**config.mk**
```make
export PLATFORM = sky130hd
export DESIGN_NAME = syncnt_decoder
export DESIGN_NICKNAME = d
export VERILOG_FILES = /design/src/rtl/syncnt_pkg.sv /design/src/rtl/syncnt_delta.sv /design/src/rtl/syncnt_decoder.sv
export SDC_FILE = /design/constraint.sdc
export NUM_CORES = 1
export LEC_CHECK = 0
export CORE_UTILIZATION = 45
export CTS_CLUSTER_DIAMETER = 60
export DETAILED_ROUTE_END_ITERATION = 8
export PLACE_DENSITY = 0.66
export SETUP_SLACK_MARGIN = 0.3
export SLEW_MARGIN = 20
export SYNTH_ARGS = -nofsm -noshare
export SYNTH_HDL_FRONTEND = slang
export SYNTH_HIERARCHICAL = 1
export SYNTH_SLANG_ARGS = --single-unit
```
**constraint.sdc**
```tcl
create_clock -name clk -period 5.73 [get_ports clk]
set_input_delay 1.719 -clock clk [delete_from_list [all_inputs] [get_ports clk]]
set_output_delay 1.719 -clock clk [all_outputs]
set_load 0.05 [all_outputs]
```
**src/rtl/syncnt_pkg.sv**
```systemverilog
// syncnt_pkg: shared types and helpers for the step-counter decoder.
//   delta_class_t : classification of one sample-to-sample delta
//   state_t       : decoder tracking state
//   classify()    : maps a modulo-2^w delta onto delta_class_t
//   class_of(), class_down(), class_step() : convert between a class
//                   and the recovered (down, step) pair
package syncnt_pkg;

   typedef enum logic [2:0] {HOLD, UP1, UP2, DN1, DN2, ILLEGAL} delta_class_t;

   typedef enum logic [1:0] {EMPTY, TRACK, LOCKED} state_t;

   // d is the delta already reduced modulo 2^w and zero-extended to 16 bits.
   // The +1/+2 checks come first so that very narrow counters (w=2) where
   // +2 and -2 alias resolve to the upward class.
   function automatic delta_class_t classify(input logic [15:0] d,
                                             input int unsigned w);
      logic [16:0] modulus;
      logic [16:0] dx;
      modulus = 17'd1 << w;
      dx      = {1'b0, d};
      if (dx == 17'd0)                 return HOLD;
      else if (dx == 17'd1)            return UP1;
      else if (dx == 17'd2)            return UP2;
      else if (dx == modulus - 17'd1)  return DN1;
      else if (dx == modulus - 17'd2)  return DN2;
      else                             return ILLEGAL;
   endfunction

   function automatic delta_class_t class_of(input logic down, input logic step);
      case ({down, step})
         2'b00:   return UP1;
         2'b01:   return UP2;
         2'b10:   return DN1;
         default: return DN2;
      endcase
   endfunction

   function automatic logic class_down(input delta_class_t c);
      return (c == DN1) || (c == DN2);
   endfunction

   function automatic logic class_step(input delta_class_t c);
      return (c == UP2) || (c == DN2);
   endfunction

endpackage

```
**src/rtl/syncnt_delta.sv**
```systemverilog
// syncnt_delta: combinational delta extractor and classifier.
//   cnt  : current counter sample (W bits)
//   prev : previously accepted sample (W bits)
//   cls  : class of (cnt - prev) mod 2^W
module syncnt_delta
   import syncnt_pkg::*;
#(
   parameter int W = 4
) (
   input  logic [W-1:0]  cnt,
   input  logic [W-1:0]  prev,
   output delta_class_t  cls
);

   logic [W-1:0] d;

   // Subtraction at width W wraps naturally, giving the modulo-2^W delta.
   assign d   = cnt - prev;
   assign cls = classify(16'(d), W);

endmodule

```
**src/rtl/syncnt_decoder.sv**
```systemverilog
// syncnt_decoder: watches the value stream of an up/down step counter and
// recovers its direction and step size, reports lock and protocol errors.
//   clk    : rising-edge clock
//   rst    : synchronous active-high reset
//   en     : cnt holds a valid sample this cycle
//   cnt    : observed counter value (W bits)
//   down   : recovered direction, 1 = counting down
//   step   : recovered step, 1 = step of 2, 0 = step of 1
//   hold   : last delta was zero
//   locked : LOCK_CNT consecutive identical legal deltas seen
//   err    : one-cycle pulse on an illegal delta or a broken lock
module syncnt_decoder
   import syncnt_pkg::*;
#(
   parameter int W        = 4,
   parameter int LOCK_CNT = 3
) (
   input  logic         clk,
   input  logic         rst,
   input  logic         en,
   input  logic [W-1:0] cnt,
   output logic         down,
   output logic         step,
   output logic         hold,
   output logic         locked,
   output logic         err
);

   localparam logic [3:0] LOCK_N = 4'(LOCK_CNT);

   state_t       state, state_n;
   logic [W-1:0] prev, prev_n;
   logic [3:0]   run, run_n;
   logic         down_n, step_n, hold_n, locked_n, err_n;
   delta_class_t cls, cur_cls;

   syncnt_delta #(.W(W)) u_delta (
      .cnt  (cnt),
      .prev (prev),
      .cls  (cls)
   );

   // The class currently being tracked is exactly what down/step encode.
   // After reset or an illegal delta run is 0, so "same class" and
   // "new class" both yield run=1 and the comparison is harmless.
   assign cur_cls = class_of(down, step);

   always_ff @(posedge clk) begin
      if (rst) begin
         state  <= EMPTY;
         prev   <= '0;
         run    <= '0;
         down   <= 1'b0;
         step   <= 1'b0;
         hold   <= 1'b0;
         locked <= 1'b0;
         err    <= 1'b0;
      end else begin
         state  <= state_n;
         prev   <= prev_n;
         run    <= run_n;
         down   <= down_n;
         step   <= step_n;
         hold   <= hold_n;
         locked <= locked_n;
         err    <= err_n;
      end
   end

   always_comb begin
      state_n  = state;
      prev_n   = prev;
      run_n    = run;
      down_n   = down;
      step_n   = step;
      hold_n   = hold;
      locked_n = locked;
      err_n    = 1'b0;

      if (en) begin
         prev_n = cnt;
         case (state)
            EMPTY: state_n = TRACK;

            TRACK: begin
               case (cls)
                  HOLD: hold_n = 1'b1;
                  ILLEGAL: begin
                     err_n  = 1'b1;
                     run_n  = '0;
                     hold_n = 1'b0;
                  end
                  default: begin
                     down_n = class_down(cls);
                     step_n = class_step(cls);
                     hold_n = 1'b0;
                     if (cls == cur_cls)
                        run_n = (run >= LOCK_N) ? LOCK_N : run + 4'd1;
                     else
                        run_n = 4'd1;
                     if (run_n == LOCK_N) begin
                        locked_n = 1'b1;
                        state_n  = LOCKED;
                     end
                  end
               endcase
            end

            LOCKED: begin
               if (cls == cur_cls) begin
                  hold_n = 1'b0;
               end else if (cls == HOLD) begin
                  hold_n = 1'b1;
               end else begin
                  // Lock broken: fall back to tracking, restarting the run
                  // from the new class when it is legal.
                  err_n    = 1'b1;
                  locked_n = 1'b0;
                  hold_n   = 1'b0;
                  state_n  = TRACK;
                  if (cls == ILLEGAL) begin
                     run_n = '0;
                  end else begin
                     run_n  = 4'd1;
                     down_n = class_down(cls);
                     step_n = class_step(cls);
                  end
               end
            end

            default: state_n = EMPTY;
         endcase
      end
   end

endmodule

```
* After elaboration in Yosys (flattened, before gate mapping)
Index checks and enable logic that the tools add are counted. Widths: inputs -> output; s select.
Word-level totals: bits in registers 15, latch bits 0, bits in writable memories 0, bits in read-only memories 0, bits of input ports 7, output and inout port bits 5, logic and storage cells 89, memories 0
Cells by class: add/subtract/negate cells 2, multiply operators 0, div/mod/pow operators 0, magnitude comparators 1, eq/ne operators 20, shift-type cells 0, muxes and demuxes 43, bitwise operators 1, reductions and logical operators 14
Operators by type and width (count):
- $mux 4 | 7
- $mux 1 | 19
- $pmux 4 s2 | 2
- $mux 3 | 4
- $ne 2x2->1 const B | 6
- $reduce_and 6->1 | 2
- $pmux 1 s2 | 5
- $reduce_and 5->1 | 2
- $pmux 3 s3 | 1
- $eq 4x2->1 const B | 2
- $eq 4x4->1 const B | 2
- $mux 2 | 4
- $eq 3x2->1 const B | 2
- $eq 3x3->1 const B | 2
- $pmux 2 s3 | 1
- $add 4x1->4 const B | 1
- $eq 2x1->1 const B | 2
- $eq 2x2->1 const B | 2
- $eq 4x1->1 const B | 1
- $ge 4x2->1 const B | 1
- $logic_not 2->1 | 2
- $logic_not 4->1 | 1
- $reduce_or 2->1 | 2
- $sub 4x4->4 | 1
- other kinds (6) | 7

* Depth between registers and ports, before layout
Gate-level depths: netlist (run 1).
depth in word-level cells 16, depth in mapped cells 13, mapped depth without buffers 12

* Modules after synthesis
The synthesis (run 1) kept the hierarchy.
Modules (own cells, without submodules):
- syncnt_decoder | times used 1, cells each 102, area each 880.8 um2, sequential area each 300.3 um2
- syncnt_delta | times used 1, cells each 23, area each 183.9 um2, sequential area each 0.0 um2

* Worst setup path after synthesis (run 1)
Ideal clock, no wire load.
path kind input to register, start point in cnt[0], end point reg down, library setup time 0.091 ns, arrival 4.416 ns, data required time 5.639 ns, setup slack 1.223 ns, stages 12, path buffers 0, cells stage by stage inv_1 > ha_1 > inv_1 > fa_1 > xor2_1 > and3_1 > mux2_2 > or4_1 > a2111o_1 > o21a_2 > a22o_1 > a311oi_1
On the way: elaborated cells on any way between the ends 28, classes of those cells 1 x add/sub; 12 x eq/ne; 10 x mux; 5 x reduce/logical
RTL lines:
- start, declared | RTL line syncnt_decoder.sv:21 | input logic [W-1:0] cnt,
- $sub 4x4->4 * | RTL line syncnt_delta.sv:18 | assign d = cnt - prev;
- $eq 4x4->1 | RTL line syncnt_pkg.sv:25 | else if (dx == modulus - 17'd1) return DN1;
- $mux 3 | RTL line syncnt_pkg.sv:25
- $mux 3 | RTL line syncnt_pkg.sv:24 | else if (dx == 17'd2) return UP2;
- $mux 3 | RTL line syncnt_pkg.sv:23 | else if (dx == 17'd1) return UP1;
- $mux 3 * | RTL line syncnt_pkg.sv:22 | if (dx == 17'd0) return HOLD;
- named net cls[1] | RTL line syncnt_decoder.sv:35 | delta_class_t cls, cur_cls;
- $eq 3x2->1 / $eq 3x3->1 (equally long branches) | RTL line syncnt_pkg.sv:40 | return (c == DN1) || (c == DN2);
- $logic_or 1x1->1 | RTL line syncnt_pkg.sv:40
- $mux 1 | RTL line syncnt_decoder.sv:121 | if (cls == ILLEGAL) begin
- $mux 1 | RTL line syncnt_decoder.sv:112 | end else if (cls == HOLD) begin
- $mux 1 | RTL line syncnt_decoder.sv:110 | if (cls == cur_cls) begin
- $pmux 1 s2 | RTL line syncnt_decoder.sv:82 | case (state)
- end signal, assigned | RTL line syncnt_decoder.sv:62 | down <= down_n;
- end, declared | RTL line syncnt_decoder.sv:22 | output logic down,
The timed path passes the listed nets; every way through them passes the cells marked *. The select of a mux whose other input is x is not followed. A chain may end at the register's enable or synchronous reset.

* Worst setup path after layout (run 1)
start point in cnt[2], end point reg state[0]
On the way: elaborated cells on any way between the ends 25, classes of those cells 1 x add/sub; 11 x eq/ne; 9 x mux; 4 x reduce/logical
RTL lines:
- $sub 4x4->4 * | RTL line syncnt_delta.sv:18
- $eq 4x4->1 | RTL line syncnt_pkg.sv:25
- $mux 3 | RTL line syncnt_pkg.sv:25
- $mux 3 | RTL line syncnt_pkg.sv:24
- $mux 3 | RTL line syncnt_pkg.sv:23
- $mux 3 * | RTL line syncnt_pkg.sv:22
- named net cls[1] | RTL line syncnt_decoder.sv:35
- $eq 3x3->1 | RTL line syncnt_decoder.sv:97, syncnt_decoder.sv:110
- $mux 4 | RTL line syncnt_decoder.sv:97 | if (cls == cur_cls)
- $mux 4 | RTL line syncnt_decoder.sv:86 | case (cls)
- $mux 4 | RTL line syncnt_decoder.sv:82
- $mux 4 | RTL line syncnt_decoder.sv:80 | if (en) begin
- $eq 4x2->1 | RTL line syncnt_decoder.sv:101 | if (run_n == LOCK_N) begin
- $ne 2x2->1 (no line)
- $reduce_and 5->1 (no line) *
- end signal, assigned | RTL line syncnt_decoder.sv:59 | state <= state_n;
- end, declared | RTL line syncnt_decoder.sv:31 | state_t state, state_n;
Marked as above.

==> impl_metrics.tcl, run 1 <==
set metrics [dict create \
    syn-num-nets 141 \
    portBuffers 11 \
    worstPathMaxFanout 11 \
    syn2layout_area_growth_pct 14.34 \
    gp_congestion 0.8059 \
    yosys.area.top_type "dfxtp_1" \
    cts_buffer_depth 2 \
    grt_pass1_vias 919 \
    fin_tns_setup_ns 0 \
    relSlewSlack 0.6309 \
    grt_pass1_wl_um 3946 \
    grt_setup_unrepaired "false" \
    dieArea_um2 2565 \
    worst-r2r-cell-count 11 \
    start_kind "primary input" \
    htreeDepth 1 \
    fin_crit_sh 0.8758 \
    drt_wl_total_um 2234 \
    worstSetupPathType "in2reg" \
    period_minus_slack_ns 5.018 \
    grt_max_degree 13 \
    nets 154 \
    postLayoutCoreUtil 0.5503 \
    wl_per_cell_um 13.54 \
    ys_seq_area_frac 0.2820 \
    netlist.area_leader.share 0.2820 \
    ys_ff_latch 15 \
    synth_cells 125 \
    total_power_uw 313.3 \
    outcome "finished clean" \
    crit_path_max_incr_delay_ns 0.53 \
    setup_violations 0 \
    cts.sink_count 15 \
    yosysUniqueCellTypes 39 \
    start_util 0.4813 \
    grt_overflow 0 \
    layout_common_cells "dfxtp_1 (15), nand2_1 (11), clkdlybuf4s50_1 (11)" \
    maxCapViolCount 0 \
    ir_drop_v 0.0001720 \
    ant_nets 0 \
    viasPerCell 5.570 \
    preCtsSetupSlack_ns 0.5092 \
    antenna_found_initial 0 \
    synth_area_leaders "dfxtp_1 (28%), ha_1 (9.4%), mux2i_1 (7.5%), xor2_1 (4.1%), nand2_1 (3.9%)" \
    dp_cells 161 \
    fin_cells 165 \
    drive_above_1_share 0.05839 \
    cts-root-buf "clkbuf_4" \
    worst_slack_ns 0.7119 \
    syn_area_per_cell_um2 8.518 \
    cts_buffers 3 \
    post_cts_buffers 0 \
    layout_commonest_cell "dfxtp_1" \
    hp-start "locked$_SDFFE_PP0P_" \
    drc 0 \
    fp.coreArea_um2 2212 \
    worst_pin_slew_ns 0.5495 \
    path_cells "clkdlybuf4s50_1 -> ha_1 -> a21o_1 -> a31oi_1 -> xnor2_1 -> mux2_2 -> xor2_1 -> nor3_1 -> a41oi_1 -> or4_1 -> o211a_1" \
    cpMaxStageDelayCell "or4_1" \
    syn-cell-area_um2 1065 \
    startpoint "cnt[2]" \
    powerDensity_nw_per_um2 257.3 \
    num_rows 17 \
    clk_pin_slew_ns 0.09 \
    vias 919 \
    cp.required_ns 5.92 \
    die-height_um 50.65 \
    clock_latency_ns 0.29 \
    min_path_type "reg2reg" \
    cts_resized 0 \
    hpwl_um 1696 \
    diodes 0 \
    ios 12 \
    die_w_um 50.65 \
    r2r_start "prev[2]$_SDFFE_PP0P_" \
    grt_use_total 0.2104 \
    cts_hold_buf 0 \
    hold_depth 2 \
    clock.fmax_ghz 0.1993 \
    cp.arrival_ns 5.21 \
    leakage_nw 0.5111 \
    cts_tree "yes" \
    drt_iter0_markers 13 \
    yosys_warnings 6 \
    slew_viol_final 0 \
    first_pass_iters 4 \
    worstSetupEndpointType "flop" \
    hold_violations 0 \
    skew_ns 0.003154 \
]
[Yosys cell counts]
cell,n
dfxtp_1,15
nand2_1,11
inv_1,10
nor2_1,9
ha_1,8
mux2i_1,8
nor3_1,5
nor3b_1,5
xor2_1,5
a21oi_1,4
o21ai_0,4
nand3_1,3
nand3b_1,3
or4_1,3
xnor2_1,3
a21o_1,2
and2_1,2
and3_1,2
clkbuf_1,2
mux2_2,2
a2111o_1,1
a221oi_1,1
a22o_1,1
a22oi_1,1
a311oi_1,1
a31oi_1,1
a41oi_1,1
and4_2,1
buf_4,1
buf_6,1
fa_1,1
nand2b_1,1
nand4_1,1
nor4_1,1
o211a_1,1
o211ai_1,1
o21a_2,1
o22ai_1,1
o41ai_1,1
[final cells by class]
type / instances / area, um2
Tap cell: 28 / 35.03
Clock buffer: 4 / 26.28
Inverter: 10 / 37.54
Timing Repair Buffer: 12 / 117.6
Sequential cell: 15 / 300.3
Fill cell: 225 / 994.7
Multi-Input combinational cell: 96 / 700.7
[per-layer routing]
| layer | vias up | track usage | wire [um] |
|---|---|---|---|
| met1 | 420 | 0.2642 | 1088 |
| li1 | 468 | - | - |
| met2 | 26 | 0.3156 | 1003 |
| met4 | 0 | 0.1204 | 42 |
| met3 | 5 | 0.06364 | 100 |
| met5 | - | 0 | 0 |
[cells by family (layout without fill, tap and decap cells)]
kind of cell    Yosys count  after routing  synth area share
compound gates           22             22            0.1469
fa+ha+maj                 9              9            0.1128
xor+xnor                  8              8           0.06581
buf+inv                  14             26           0.05994
flops                    15             15            0.2820
mux                      10             10           0.09636
simple gates             47             47            0.2362
[report_power, final]
part / total (mW) / internal (mW) / switching [mW]
logic: 0.133 / 0.0551 / 0.0781
clock network: 0.0635 / 0.0271 / 0.0364
registers: 0.117 / 0.111 / 0.00548
total: 0.313 / 0.193 / 0.120
[worst paths after layout]
check                                              to  slack, ns
worst max-delay path            state[0]$_SDFFE_PP0P_       0.71
worst min-delay path              locked$_SDFFE_PP0P_       0.47
worst max register to register  state[0]$_SDFFE_PP0P_       2.22
worst min register to register    locked$_SDFFE_PP0P_       0.47
[critical path: cells and delay by family]
family / cells / cell delay (ns)
fa+ha+maj: 1 / 0.37
mux: 1 / 0.48
xor+xnor: 2 / 0.40
buf+inv: 1 / 0.43
simple gates: 2 / 1.00
compound gates: 4 / 0.81
[registers in the layout, summed over array words and instances (netlist names)]
signal  flops
prev        4
run         4
state       2
down        1
err         1
hold        1
locked      1
step        1
[per-stage QoR]
stage / area [um2] / hold slack, ns
6_report: 1217 / 0.4690
5_1_grt: 1217 / 0.4920
4_1_cts: 1217 / 0.4700
3_5_place_dp: 1191 / 0.4532
3_3_place_gp: 1191 / 0.4456
2_1_floorplan: 1065 / 0.4500
No activity file was read; power rests on OpenSTA's default activity.
==> run 2: changes to the inputs <==
- PLACE_DENSITY: 0.66 -> 0.65
- SYNTH_HIERARCHICAL: 1 -> not set
==> run 2 against run 1 <==
Compared with the run above: clock skew up 0.0047 ns; global-route usage down 0.22 points; hold slack better by 0.014 ns; cell count up 13%; die area up 12%; via count up 17%; largest power group unchanged; highest routed layer unchanged.
==> impl_metrics.tcl, run 2 <==
set metrics [dict create \
    outcome "finished clean" \
    antenna_found_initial 0 \
    power.internal_uw 187.0 \
    total_power_uw 301.2 \
    start_util 0.4775 \
    cts_tree "yes" \
    syn-cell-area_um2 1194 \
    leakage_nw 0.5482 \
    period_minus_slack_ns 4.654 \
    ys_seq_area_frac 0.2516 \
    fin_tns_setup_ns 0 \
    cts_resized 0 \
    cts_buffer_depth 2 \
    hold_violations 0 \
    ir_drop_v 0.0001601 \
    diodes 0 \
    drive_above_1_share 0.07051 \
    grt_max_degree 14 \
    p_clk_frac 0.198 \
    synth_area_leaders "dfxtp_1 (25%), ha_1 (13%), mux2i_1 (7.5%), a21oi_1 (4.2%), inv_1 (4.1%)" \
    post_cts_buffers 0 \
    ios 12 \
    gp_congestion 0.9043 \
    drt_wl_total_um 2470 \
    num_rows 18 \
    syn-num-nets 167 \
    first_pass_iters 4 \
    synth_edf_count 0 \
    p_switching_uw 114.3 \
    grt_pass1_wl_um 4298 \
    pwr-share-seq 0.386 \
    drc 0 \
    layout_commonest_cell "dfxtp_1" \
    nFillCells 241 \
    switching_share 0.3793 \
    yosys_warnings 0 \
    syn2layout_area_growth_pct 12.79 \
    setup_violations 0 \
    cp_top_family "compound AO/OA/AOI/OAI gates" \
    hpwl_um 1927 \
    fin_crit_sh 0.8121 \
    crit_path_max_incr_delay_ns 0.43 \
    ant_nets 0 \
    relSlewSlack 0.6434 \
    die_w_um 53.50 \
    combPwrFrac 0.416 \
    worst_pin_slew_ns 0.5337 \
    worstSetupEndpointType "flop" \
    portBuffers 11 \
    dieArea_um2 2862 \
    min_path_type "reg2reg" \
    vias 1071 \
    start_kind "primary input" \
    place_area_um2 1319 \
    crit_buf_inv 3 \
    cpMaxStageDelayCell "fa_1" \
    layout_common_cells "dfxtp_1 (15), inv_1 (13), nor2_1 (12), ha_1 (12)" \
    viasPerCell 5.758 \
    clock_latency_ns 0.29 \
    clock.fmax_ghz 0.2149 \
    synth_cells 147 \
    worstPathMaxFanout 9 \
    synth_most_common_cell "dfxtp_1" \
    cts_hold_buf 0 \
    grt_overflow 0 \
    seq_area_um2 300.3 \
    top_regs "prev x4, run x4, state x2" \
    yosys_most_used_dff "dfxtp_1" \
    skew_ns 0.007891 \
    drt_iter0_markers 24 \
    cts-root-buf "clkbuf_4" \
    yosysUniqueCellTypes 45 \
    htreeDepth 1 \
    netlist.area_leader.share 0.2516 \
    path_cells "clkdlybuf4s50_1 -> inv_1 -> ha_1 -> inv_1 -> fa_1 -> xor2_2 -> and3_1 -> a31oi_1 -> a211o_1 -> o2111a_2 -> or3_1 -> a31oi_2 -> mux2i_1" \
    ys_ff_latch 15 \
    cts_buffers 3 \
    cp.arrival_ns 4.87 \
    nets 177 \
    maxCapViolCount 0 \
    multi_input_area_um2 818.3 \
    grt_use_total 0.2082 \
    grt_pass1_vias 1017 \
    powerDensity_nw_per_um2 223.8 \
    ys_async_sr_fraction 0 \
    cp.required_ns 5.94 \
    design_area_um2 1346 \
    syn_area_per_cell_um2 8.120 \
    wl_per_cell_um 13.28 \
    cp_common_cell "inv_1" \
    fp.coreArea_um2 2500 \
    cts.sink_count 15 \
    worstSetupPathType "in2reg" \
    whs_ns 0.4832 \
    yosys.area.top_type "dfxtp_1" \
    die-height_um 53.50 \
    synth_common_cells "dfxtp_1 (15), inv_1 (13), ha_1 (12), nor2_1 (12), nand2_1 (11)" \
    grt_setup_unrepaired "false" \
    slew_viol_final 0 \
    clk_pin_slew_ns 0.09 \
]
## run 2: cell count changes after synthesis, sizes merged, moves of 3 or more
cell,delta
a21oi,+6
ha,+4
inv,+3
nand3,+3
nor2,+3
nor2b,+4
nor3,-3
or4,-3
xor2,-3
## run 2: routing by layer
metal  global-route usage  up-vias  wire, um
met2               0.3500       19      1142
li1                     -      536         -
met5                    0        -         0
met1               0.2526      510      1195
met4               0.1053        0        63
met3              0.03448        6        68
## run 2: cell families (layout without fill, tap and decap cells)
family,Yosys count,count (layout),synth area share
compound gates,35,35,0.2055
xor+xnor,4,4,0.03565
fa+ha+maj,13,13,0.1426
buf+inv,20,29,0.06289
flops,15,15,0.2516
mux,10,10,0.08491
simple gates,50,50,0.2170
## run 2: per-stage QoR
stage	std cells	setup WS, ns	util
detailed placement	182	0.7884	0.5275
global placement	182	0.8563	0.5275
floorplan	147	1.406	-
global route	186	0.8653	0.5385
CTS	186	1.093	0.5385
finish	186	1.076	0.5385
## run 2: worst paths after layout
kind                         from               endpoint  slack [ns]  cells past startpoint
min reg2reg   run[2]$_SDFFE_PP0P_    run[2]$_SDFFE_PP0P_        0.48                      1
max reg2reg  prev[0]$_SDFFE_PP0P_  state[0]$_SDFFE_PP0P_        2.66                     11
max                        cnt[0]  state[0]$_SDFFE_PP0P_        1.08                     13
min           run[2]$_SDFFE_PP0P_    run[2]$_SDFFE_PP0P_        0.48                      1
## run 2: layout make-up
cell class | instances | area share
clock inverter | 1 | 0.003717
tap | 30 | 0.02788
sequential | 15 | 0.2230
timing repair buffer | 11 | 0.08178
clock buffer | 3 | 0.01673
inverter | 14 | 0.03903
multi-input combinational | 112 | 0.6078
## run 2: power groups by stage
| stage | clock (mW) | sequential (mW) | combinational (mW) |
|---|---|---|---|
| after CTS | 0.0615 | 0.116 | 0.125 |
| final | 0.0596 | 0.116 | 0.125 |
| after floorplan | 0 | 0.124 | 0.0890 |
| after global placement | 0 | 0.118 | 0.121 |
| after global routing | 0.0665 | 0.118 | 0.139 |
| after detailed placement | 0 | 0.118 | 0.124 |
==> run 3: changes to the inputs <==
- clock period: 5.73 -> 4.6 ns (I/O delays scaled with it)
==> run 3 against run 2 <==
Compared with the run above: sequential power grew 25%; die area is the same; power grew 31%; utilization grew 3.0 points; critical path type unchanged; clock power grew 25%; register-to-register slack lost 0.98 ns.
==> impl_metrics.tcl, run 3 (synthesis gave the netlist of run 2 again) <==
set metrics [dict create \
    viasPerCell 5.545 \
    ios 12 \
    diodes 0 \
    nFillCells 230 \
    grt_pass1_wl_um 4146 \
    layout_common_cells "dfxtp_1 (15), inv_1 (13), nor2_1 (12), ha_1 (12)" \
    setup_violations 0 \
    worst_pin_slew_ns 0.4907 \
    cts-root-buf "clkbuf_4" \
    gp_congestion 0.9052 \
    die-height_um 53.50 \
    dp_cells 185 \
    design_area_um2 1420 \
    cts_hold_buf 0 \
    cts.sink_count 15 \
    worstSetupEndpointType "flop" \
    start_kind "primary input" \
    layout_commonest_cell "dfxtp_1" \
    portBuffers 11 \
    syn2layout_area_growth_pct 18.97 \
    grt_max_degree 14 \
    drive_above_1_share 0.1180 \
    maxCapViolCount 0 \
    grt_overflow 0 \
    cpMaxStageDelayCell "fa_2" \
    ir_drop_v 0.0002076 \
    fp.coreArea_um2 2500 \
    cts_tree "yes" \
    switching_share 0.3750 \
    min_path_type "reg2reg" \
    first_pass_iters 4 \
    combPwrFrac 0.443 \
    cts_buffers 3 \
    htreeDepth 1 \
    total_power_uw 394.1 \
    preCtsSetupSlack_ns -0.02587 \
    period_minus_slack_ns 4.161 \
    crit_path_max_incr_delay_ns 0.49 \
    outcome "finished clean" \
    dieArea_um2 2862 \
    die_w_um 53.50 \
    fin_tns_setup_ns 0 \
    cp_common_cell "inv_1" \
    cp.required_ns 4.82 \
    wl_per_cell_um 13.02 \
    fin_crit_sh 0.9045 \
    p_clk_frac 0.189 \
    antenna_found_initial 0 \
    worstPathMaxFanout 6 \
    grt_pass1_vias 977 \
    ant_nets 0 \
    top_regs "prev x4, run x4, state x2" \
    start_util 0.4775 \
    pwr-share-seq 0.368 \
    clock_latency_ns 0.28 \
    whs_ns 0.4759 \
    worstSetupPathType "in2reg" \
    num_rows 18 \
    grt_setup_unrepaired "false" \
    multi_input_area_um2 855.8 \
    postLayoutCoreUtil 0.5681 \
    slew_viol_final 0 \
    cts_buffer_depth 2 \
    place_area_um2 1341 \
    fin_cells 191 \
    leakage_nw 0.5811 \
    hold_violations 0 \
    skew_ns 0.004652 \
    drt_wl_total_um 2486 \
    drt_iter0_markers 31 \
    relSlewSlack 0.6719 \
    powerDensity_nw_per_um2 277.5 \
    grt_use_total 0.2021 \
    cp.arrival_ns 4.38 \
    power.internal_uw 246.3 \
    worst_slack_ns 0.4395 \
    hpwl_um 1887 \
    clock.fmax_ghz 0.2404 \
    p_switching_uw 147.8 \
    drc 0 \
    vias 1059 \
    nets 182 \
    seq_area_um2 300.3 \
    path_cells "clkdlybuf4s50_1 -> inv_1 -> ha_1 -> inv_1 -> fa_2 -> nor2b_2 -> a211o_1 -> and3_1 -> o2111a_2 -> or3_1 -> a31oi_4 -> mux2i_1" \
    clk_pin_slew_ns 0.09 \
]
-- run 3: cell type report --
cell class	count	share of cell area
clock buffers	4	0.01850
inverters	14	0.03700
multi-input cells	112	0.6026
flip-flops and latches	15	0.2115
well taps	30	0.02643
repair buffers	16	0.1040
-- run 3: layer usage --
layer | vias up | share of wire | global-route usage
met3 | 5 | 0.025 | 0.02586
met2 | 19 | 0.48 | 0.3583
li1 | 547 | - | -
met5 | - | 0 | 0
met4 | 0 | 0.017 | 0.09211
met1 | 488 | 0.48 | 0.2384
-- run 3: power by group through the flow --
| stage | clock network, mW | registers [mW] | logic (mW) |
|---|---|---|---|
| floorplan | 0 | 0.155 | 0.111 |
| global placement | 0 | 0.147 | 0.156 |
| detailed placement | 0 | 0.148 | 0.160 |
| CTS | 0.0786 | 0.145 | 0.161 |
| global route | 0.0839 | 0.146 | 0.191 |
| finish | 0.0746 | 0.145 | 0.175 |
-- run 3: path summary, 6_finish.rpt --
kind | start | end | slack [ns] | cells after the start
setup / recovery | cnt[0] | state[0]$_SDFFE_PP0P_ | 0.44 | 12
hold / removal | run[1]$_SDFFE_PP0P_ | run[1]$_SDFFE_PP0P_ | 0.48 | 2
setup reg to reg | prev[2]$_SDFFE_PP0P_ | state[0]$_SDFFE_PP0P_ | 1.68 | 10
hold reg to reg | run[1]$_SDFFE_PP0P_ | run[1]$_SDFFE_PP0P_ | 0.48 | 2
-- run 3: critical path: cells and delay by family --
| kind | cells | cell delay, ns |
|---|---|---|
| compound gates | 3 | 0.72 |
| fa+ha+maj | 2 | 0.69 |
| buf+inv | 3 | 0.61 |
| mux | 1 | 0.20 |
| simple gates | 3 | 0.77 |
-- run 3: what timing repair did --
item                       4_1_cts  5_1_grt
gates resized for setup          1        5
setup endpoints to repair        2        6
pin swaps                        0        3
gates cloned                     0        0
setup buffers                    0        2
